===== config.mk =====
export PLATFORM = sky130hd
export DESIGN_NAME = fetch_unit
export DESIGN_NICKNAME = d
export VERILOG_FILES = /design/src/rtl/fetch_pkg.sv /design/src/rtl/fetch_fifo.sv /design/src/rtl/fetch_unit.sv
export SDC_FILE = /design/constraint.sdc
export NUM_CORES = 1
export LEC_CHECK = 0
export ABC_AREA = 1
export CAP_MARGIN = 10
export CORE_ASPECT_RATIO = 1.75
export CORE_UTILIZATION = 50
export DETAILED_ROUTE_END_ITERATION = 12
export PLACE_DENSITY = 0.8
export SYNTH_ARGS = -nofsm -noshare
export SYNTH_HDL_FRONTEND = slang
export SYNTH_SLANG_ARGS = --single-unit

===== constraint.sdc =====
create_clock -name clk -period 3.6 [get_ports clk]
set_input_delay 0.72 -clock clk [delete_from_list [all_inputs] [get_ports clk]]
set_output_delay 0.72 -clock clk [all_outputs]
set_load 0.01 [all_outputs]

===== src/rtl/fetch_pkg.sv =====
// rtl/fetch_pkg.sv - shared widths, PC step and queue entry type for the fetch unit
package fetch_pkg;
  localparam int FETCH_ADDRESS_WIDTH = 32;
  localparam int FETCH_DATA_WIDTH    = 32;
  localparam int PC_STEP             = 4;

  typedef struct packed {
    logic [FETCH_ADDRESS_WIDTH-1:0] pc;
    logic [FETCH_DATA_WIDTH-1:0]    instr;
  } fetch_entry_t;
endpackage


===== src/rtl/fetch_fifo.sv =====
// rtl/fetch_fifo.sv - DEPTH-entry synchronous FIFO of fetch entries with flush and occupancy
module fetch_fifo
  import fetch_pkg::*;
#(
  parameter int  DEPTH   = 4,
  parameter type entry_t = fetch_entry_t
) (
  input  logic                   clk,
  input  logic                   rst,
  input  logic                   flush,
  input  logic                   push,
  input  entry_t                 wdata,
  input  logic                   pop,
  output entry_t                 rdata,
  output logic [$clog2(DEPTH):0] count
);
  localparam int PW = $clog2(DEPTH);
  localparam int CW = PW + 1;

  logic [PW-1:0] wptr_q, wptr_d, rptr_q, rptr_d;
  logic [CW-1:0] count_q, count_d;
  logic          do_push, do_pop;
  entry_t        mem_q [DEPTH];

  always_comb begin
    do_pop  = pop && (count_q != '0) && !flush;
    // a full queue can still take a write when the head leaves in the same cycle
    do_push = push && !flush && ((count_q != CW'(DEPTH)) || do_pop);
    wptr_d  = wptr_q;
    rptr_d  = rptr_q;
    count_d = count_q;
    if (flush) begin
      wptr_d  = '0;
      rptr_d  = '0;
      count_d = '0;
    end else begin
      if (do_push) wptr_d = wptr_q + PW'(1);
      if (do_pop)  rptr_d = rptr_q + PW'(1);
      if (do_push && !do_pop)      count_d = count_q + CW'(1);
      else if (!do_push && do_pop) count_d = count_q - CW'(1);
    end
  end

  always_ff @(posedge clk or negedge rst) begin
    if (!rst) begin
      wptr_q  <= '0;
      rptr_q  <= '0;
      count_q <= '0;
    end else begin
      wptr_q  <= wptr_d;
      rptr_q  <= rptr_d;
      count_q <= count_d;
    end
  end

  always_ff @(posedge clk) begin
    if (do_push) mem_q[wptr_q] <= wdata;
  end

  assign rdata = mem_q[rptr_q];
  assign count = count_q;
endmodule


===== src/rtl/fetch_unit.sv =====
// rtl/fetch_unit.sv - instruction fetch: PC sequencing, memory issue, redirect flush and output queue
module fetch_unit
  import fetch_pkg::*;
#(
  parameter int                       ADDRESS_WIDTH = FETCH_ADDRESS_WIDTH,
  parameter int                       DATA_WIDTH    = FETCH_DATA_WIDTH,
  parameter int                       DEPTH         = 4,
  parameter logic [ADDRESS_WIDTH-1:0] RESET_PC      = '0
) (
  input  logic                     clk,
  input  logic                     rst,
  input  logic                     en,
  input  logic                     redirect_valid,
  input  logic [ADDRESS_WIDTH-1:0] redirect_target,
  output logic                     imem_req,
  output logic [ADDRESS_WIDTH-1:0] imem_addr,
  input  logic [DATA_WIDTH-1:0]    imem_rdata,
  output logic                     out_valid,
  input  logic                     out_ready,
  output logic [DATA_WIDTH-1:0]    out_instr,
  output logic [ADDRESS_WIDTH-1:0] out_pc,
  output logic [$clog2(DEPTH):0]   count
);
  localparam int CW = $clog2(DEPTH) + 1;

  // same layout as fetch_entry_t, sized to this instance's widths
  typedef struct packed {
    logic [ADDRESS_WIDTH-1:0] pc;
    logic [DATA_WIDTH-1:0]    instr;
  } entry_t;

  logic [ADDRESS_WIDTH-1:0] pc_q, pc_d, req_pc_q, req_pc_d;
  logic                     inflight_q, inflight_d;
  logic [CW-1:0]            fifo_count;
  logic [CW:0]              occupancy;
  logic                     issue, push, pop;
  entry_t                   wr_entry, rd_entry;

  always_comb begin
    occupancy  = {1'b0, fifo_count} + {{CW{1'b0}}, inflight_q};
    // reserving a slot for the response in flight is what keeps pushes off a full queue
    issue      = rst && en && !redirect_valid && (occupancy < (CW+1)'(DEPTH));
    pc_d       = pc_q;
    req_pc_d   = req_pc_q;
    inflight_d = issue;
    if (redirect_valid) begin
      pc_d = {redirect_target[ADDRESS_WIDTH-1:2], 2'b00};
    end else if (issue) begin
      pc_d     = pc_q + ADDRESS_WIDTH'(PC_STEP);
      req_pc_d = pc_q;
    end
    // a redirect kills the response landing this cycle and ignores any pop
    push           = inflight_q && !redirect_valid;
    pop            = out_valid && out_ready && !redirect_valid;
    wr_entry.pc    = req_pc_q;
    wr_entry.instr = imem_rdata;
  end

  always_ff @(posedge clk or negedge rst) begin
    if (!rst) begin
      pc_q       <= RESET_PC;
      req_pc_q   <= RESET_PC;
      inflight_q <= 1'b0;
    end else begin
      pc_q       <= pc_d;
      req_pc_q   <= req_pc_d;
      inflight_q <= inflight_d;
    end
  end

  fetch_fifo #(
    .DEPTH   (DEPTH),
    .entry_t (entry_t)
  ) u_fifo (
    .clk   (clk),
    .rst   (rst),
    .flush (redirect_valid),
    .push  (push),
    .wdata (wr_entry),
    .pop   (pop),
    .rdata (rd_entry),
    .count (fifo_count)
  );

  assign imem_req  = issue;
  assign imem_addr = pc_q;
  assign out_valid = (fifo_count != '0);
  assign out_instr = rd_entry.instr;
  assign out_pc    = rd_entry.pc;
  assign count     = fifo_count;

  a_no_push_when_full: assert property (@(posedge clk) disable iff (!rst)
    !(push && (fifo_count == CW'(DEPTH))));
endmodule


[Word-level counts from Yosys, hierarchy flattened]
Memories as Yosys holds them, arrays and structs flattened.
Index checks and enable logic that the tools add are counted.
Operators by class
  $add $sub $neg: 6
  magnitude comparators: 1
  equality and inequality tests: 1
  muxes and demuxes: 11
  bitwise gates (word level): 1
  reduce and logical (&&, ||, !) cells: 22
Operator list (number)
  32-bit 2-to-1 mux: 2
  32-bit by 3-bit adder with 32-bit output, second input constant: 1
  1-bit logical AND: 12
  3-bit 2-to-1 mux: 3
  2-bit 2-to-1 mux: 4
  2-bit nonzero test: 3
  3-bit nonzero test: 2
  2-bit by 1-bit adder with 2-bit output, second input constant: 2
  3-bit by 1-bit adder with 4-bit output: 1
  4-bit by 3-bit less-than comparator with 1-bit output, second input constant: 1
  3-bit by 1-bit adder with 3-bit output, second input constant: 1
  1-bit zero test: 3
  3-bit != test, second input constant: 1
  3-bit by 1-bit subtractor with 3-bit output, second input constant: 1
  1-bit 2-to-1 mux: 2
  2-bit AND reduction: 1
  1-bit logical OR: 1
  1-bit NOT: 1
Word-level totals
  flip-flop bits (word level): 72
  bits in writable memories: 256
  input bits: 69
  logic and storage cells: 49
  memories: 1
Memory list
  u_fifo.mem_q: words 4, width 64, read ports 1, clocked after Yosys merged registers in 0, wr ports 1, line fetch_fifo.sv:23  | entry_t mem_q [DEPTH];

[Depth between registers and ports, before layout]
  word-level depth: 12
  gate-level depth with buffers: 10
  depth with buffers taken out: 10

[By module]
From an unflattened synthesis, not the netlist that was laid out.
Second synthesis, totals
  cell total of the unflattened synthesis: 1214
  area, all modules: 13521.7 um2
Modules (own cells, without submodules)
  fetch_fifo: times used 1, cells an instance 686, area each 9962.1 um2
  fetch_unit: times used 1, cells an instance 528, area each 3559.7 um2

[Worst setup path after synthesis]
No wires, ideal clock.
  path type: input port to flip-flop
  start: in redirect_valid
  end: mem u_fifo.mem_q[0][0] in the netlist's numbering, enable pin
  library setup time: 0.482 ns
  arrival time: 3.847 ns
  data required time: 3.118 ns
  path slack: -0.729 ns
  stages: 4
  cell sequence: buf_6 > nor2_1 > o21ai_2 > nor2_1
On the way
  word-level cells in the longest chain between the ends: 8
  elaborated cells on any way between the ends: 10
  classes of those cells: mux: 2; reduce/logical: 8
Ends and longest elaborated chain
  start, declared: line fetch_unit.sv:13  | input logic redirect_valid,
  1-bit zero test (*)
  1-bit logical AND: line fetch_unit.sv:54  | pop = out_valid && out_ready && !redirect_valid;
  1-bit logical AND (2 in a row): line fetch_fifo.sv:26  | do_pop = pop && (count_q != '0) && !flush;
  1-bit logical OR: line fetch_fifo.sv:28  | do_push = push && !flush && ((count_q != CW'(DEPTH)) || do_pop);
  1-bit logical AND (*): line fetch_fifo.sv:28
  1-bit 2-to-1 mux (*): line fetch_fifo.sv:57  | if (do_push) mem_q[wptr_q] <= wdata;
  1-bit 2-to-1 mux (not written as such) (*): line fetch_fifo.sv:57
  end, declared: line fetch_fifo.sv:23
Mark *: on every way between the ends. The rest lies on a longest branch, timed or not.

[Final worst setup path]
  start: reg u_fifo.rptr_q[0]
  end: out out_instr[6]
On the way
  word-level cells in the longest chain between the ends: 1
Ends and longest elaborated chain
  start, declared: line fetch_fifo.sv:20  | logic [PW-1:0] wptr_q, wptr_d, rptr_q, rptr_d;
  start signal, assigned: line fetch_fifo.sv:51  | rptr_q <= rptr_d;
  memory 4 x 64 bit
  end, declared: line fetch_unit.sv:20  | output logic [DATA_WIDTH-1:0] out_instr,
No other way between the ends.

==> impl_results.md <==
- Commonest non-fill, non-tap cell in the layout: edfxtp_1
- DR pass1 iterations: 5
- Clock transition at path regs: 0.06 ns
- Hold WS: 0.398 ns
- Max cap viols: 0
- Xor/xnor share of the synthesized area: 0.405%
- Clk buf depth: 3
- Die width: 124 µm
- Hold Violations, Final: 0
- RSZ-0062 raised after global routing: no
- Crit path time final: 3.43 ns
- Core area: 25300 µm²
- Die area: 26600 µm²
- Area Growth Syn to Fin: 21.8%
- Post-synthesis adder-cell area fraction: 0.637%
- Critical path arrival: 2.71 ns
- Synthesized flop and latch total: 316
- Violation count after the first detailed-route iteration: 637
- Io pins: 170
- # diodes: 0
- Clk root buf: clkbuf_16
- Most frequent cells in the layout: 248 x edfxtp_1, 178 x o21ai_0, 167 x nor2_1, 166 x nand2_1, 162 x clkdlybuf4s50_1
- GR Overflow Total: 0
- Largest family of logic cells by synthesized area: simple AND/OR/NAND/NOR gates
- Vias in the first global route: 8945
- CTS H-tree lvls: 1
- Final Slew Violations: 0
- WL/cell: 18.3 µm
- # setup viols final: 0
- Startpoint Class: register
- Cell Area, Synth: 13000 µm²
- Die height: 215 µm
- Largest area contributor in the netlist: edfxtp_1
- Initial core utilization: 51.2%
- Simple-gate area share of the yosys netlist: 12.9%
- YS warnings: 0
- TritonCTS clock tree: done
- DP HPWL: 19200 µm
- Share of layout cells above drive strength 1: 6.77%
- Total GRT Usage: 22.4%
- Power per Cell Area: 582 nW/µm²
- Setup TNS: 0 ns
- Status: finished, final reports clean
- ANT nets after route: 0
- Library cells used by synthesis: 35
- Pin count of the biggest net entering global routing: 75
- Multiplexer share of the synthesized area: 0%
- Peak supply drop: 351 µV
- Slew margin rel.: 39.7%
- Clk Latency, worst-skew pair: 0.53 ns
- Top FF cell, synth: edfxtp_1
- Initial antenna violation count: 0
- Cells after Synth: 1127
- Clk sink count: 316
- Post-CTS Setup Bufs: 0
- First-pass GRT wire length: 45500 µm
- Fmax: 291 MHz
- Asr flop ratio synth: 21.5%
- CP Max Fanout: 52
- Fin util: 62.3%
- Vias per inst: 5.60
- Clock Skews: 0.0101 ns
- Sequential fraction of the synthesis area: 70.6%
- P_leak: 5.73 nW
- Top post-synthesis cells by area: edfxtp_1 57%, dfrtp_1 13%, o21ai_0 6.9%
- Critical Path Sink Type: output port
- Tcrit/Tclk final: 95.3%
- Tightest Hold Check Type: input pin to asynchronous set/reset pin
- Data required time of the worst path: 2.88 ns
- PortBufs: 163
- WL final: 29600 µm
- Setup CP Type: register to output port
- Worst slew pin tran: 0.905 ns
- DR vias: 9051
- DP Area: 15000 µm²
- Core Rows: 77
- Final nets: 1355
- Register-to-Register Path Depth: 6
- # DRC: 0
- Top-area cell type share of the netlist area: 57.4%
- CTS Buf Count: 27
- Complex-gate fraction of the synthesized area: 11.3%
- Syn avg cell area: 11.5 µm²
- Post-synth EDFFs: 248
- Final Cell Area: 15800 µm²
- GP Congestion: 0.935
area by class of cell:
type	instances	area (µm²)
tap	316	395
clock inverter	16	103
multi-input combinational	685	3310
inverter	67	253
timing repair buffer	183	1860
clock buffer	33	718
fill	1994	9550
sequential	316	9150
report_power, final:
group / switching [W] / total [W] / internal (W)
registers: 0.000267 / 0.00451 / 0.00424
clock network: 0.00127 / 0.00271 / 0.00144
logic: 0.00108 / 0.00197 / 0.000888
total: 0.00262 / 0.00920 / 0.00657
registers in the layout, indices dropped and copies added, names as in the netlist:
register       cells
req_pc_q          30
u_fifo.wptr_q      2
u_fifo.mem_q     248
imem_addr         30
u_fifo.count       3
inflight_q         1
u_fifo.rptr_q      2
cells by family after synthesis:
| logic type | count (synthesis) |
|---|---|
| buffers and inverters | 129 |
| AO/OA/AOI/OAI | 267 |
| flip-flops | 316 |
| other | 1 |
| AND/OR/NAND/NOR | 402 |
| adder cells (fa/ha/maj) | 6 |
| XOR/XNOR | 6 |
synth_stat cells (all sizes together), types with 2 or more instances:
library cell / n
buf: 25
nand4: 11
o21bai: 4
nor3: 2
ha: 5
nand3: 34
xor2: 6
o221ai: 4
o22ai: 63
a21oi: 7
clkbuf: 37
dfrtp: 68
nor2: 181
inv: 64
clkinv: 3
edfxtp: 248
o21ai: 181
nand2: 168
o211ai: 6
nand3b: 5
path summary, 6_finish.rpt:
kind                                  endpoint  slack, ns              from
setup / recovery                  out_instr[6]       0.17  u_fifo.rptr_q[0]
hold / removal                 u_fifo.count[0]       0.40               rst
setup reg to reg                 imem_addr[13]       1.35   u_fifo.count[2]
hold reg to reg            u_fifo.mem_q[3][59]       0.51      req_pc_q[27]
max in group asynchronous     u_fifo.rptr_q[0]       2.54               rst
min in group clk           u_fifo.mem_q[3][59]       0.51      req_pc_q[27]
stage by stage:
stage | std cells | power (W) | worst slack [ns]
after floorplan | 1130 | 0.00549 | -0.729
after global placement | 1567 | 0.00647 | 0.626
after detailed placement | 1567 | 0.00656 | 0.568
after CTS | 1616 | 0.00926 | 0.0606
after global routing | 1616 | 0.00960 | 0.00228
final | 1616 | 0.00920 | 0.168
metal layers:
metal  up-vias  wire length (µm)  global-route usage, %
li1       4277                 -                      -
met3        56              1480                   2.89
met5         -                 0                      0
met4         0              1060                   10.5
met1      4426             11100                   25.1
met2       292             15900                   40.8
timing repair:
item | in CTS | in global routing
resized for setup | 0 | 1
hold buffers | 0 | 0
endpoints found under the setup margin | 0 | 4
critical path, cell delays in order (launching register included):
cell             delay (ns)
dfrtp_4                0.63
buf_4                  0.50
o21ai_0                0.17
o22ai_1                0.26
clkdlybuf4s50_1        0.58
(Power assumes the default switching activity.)
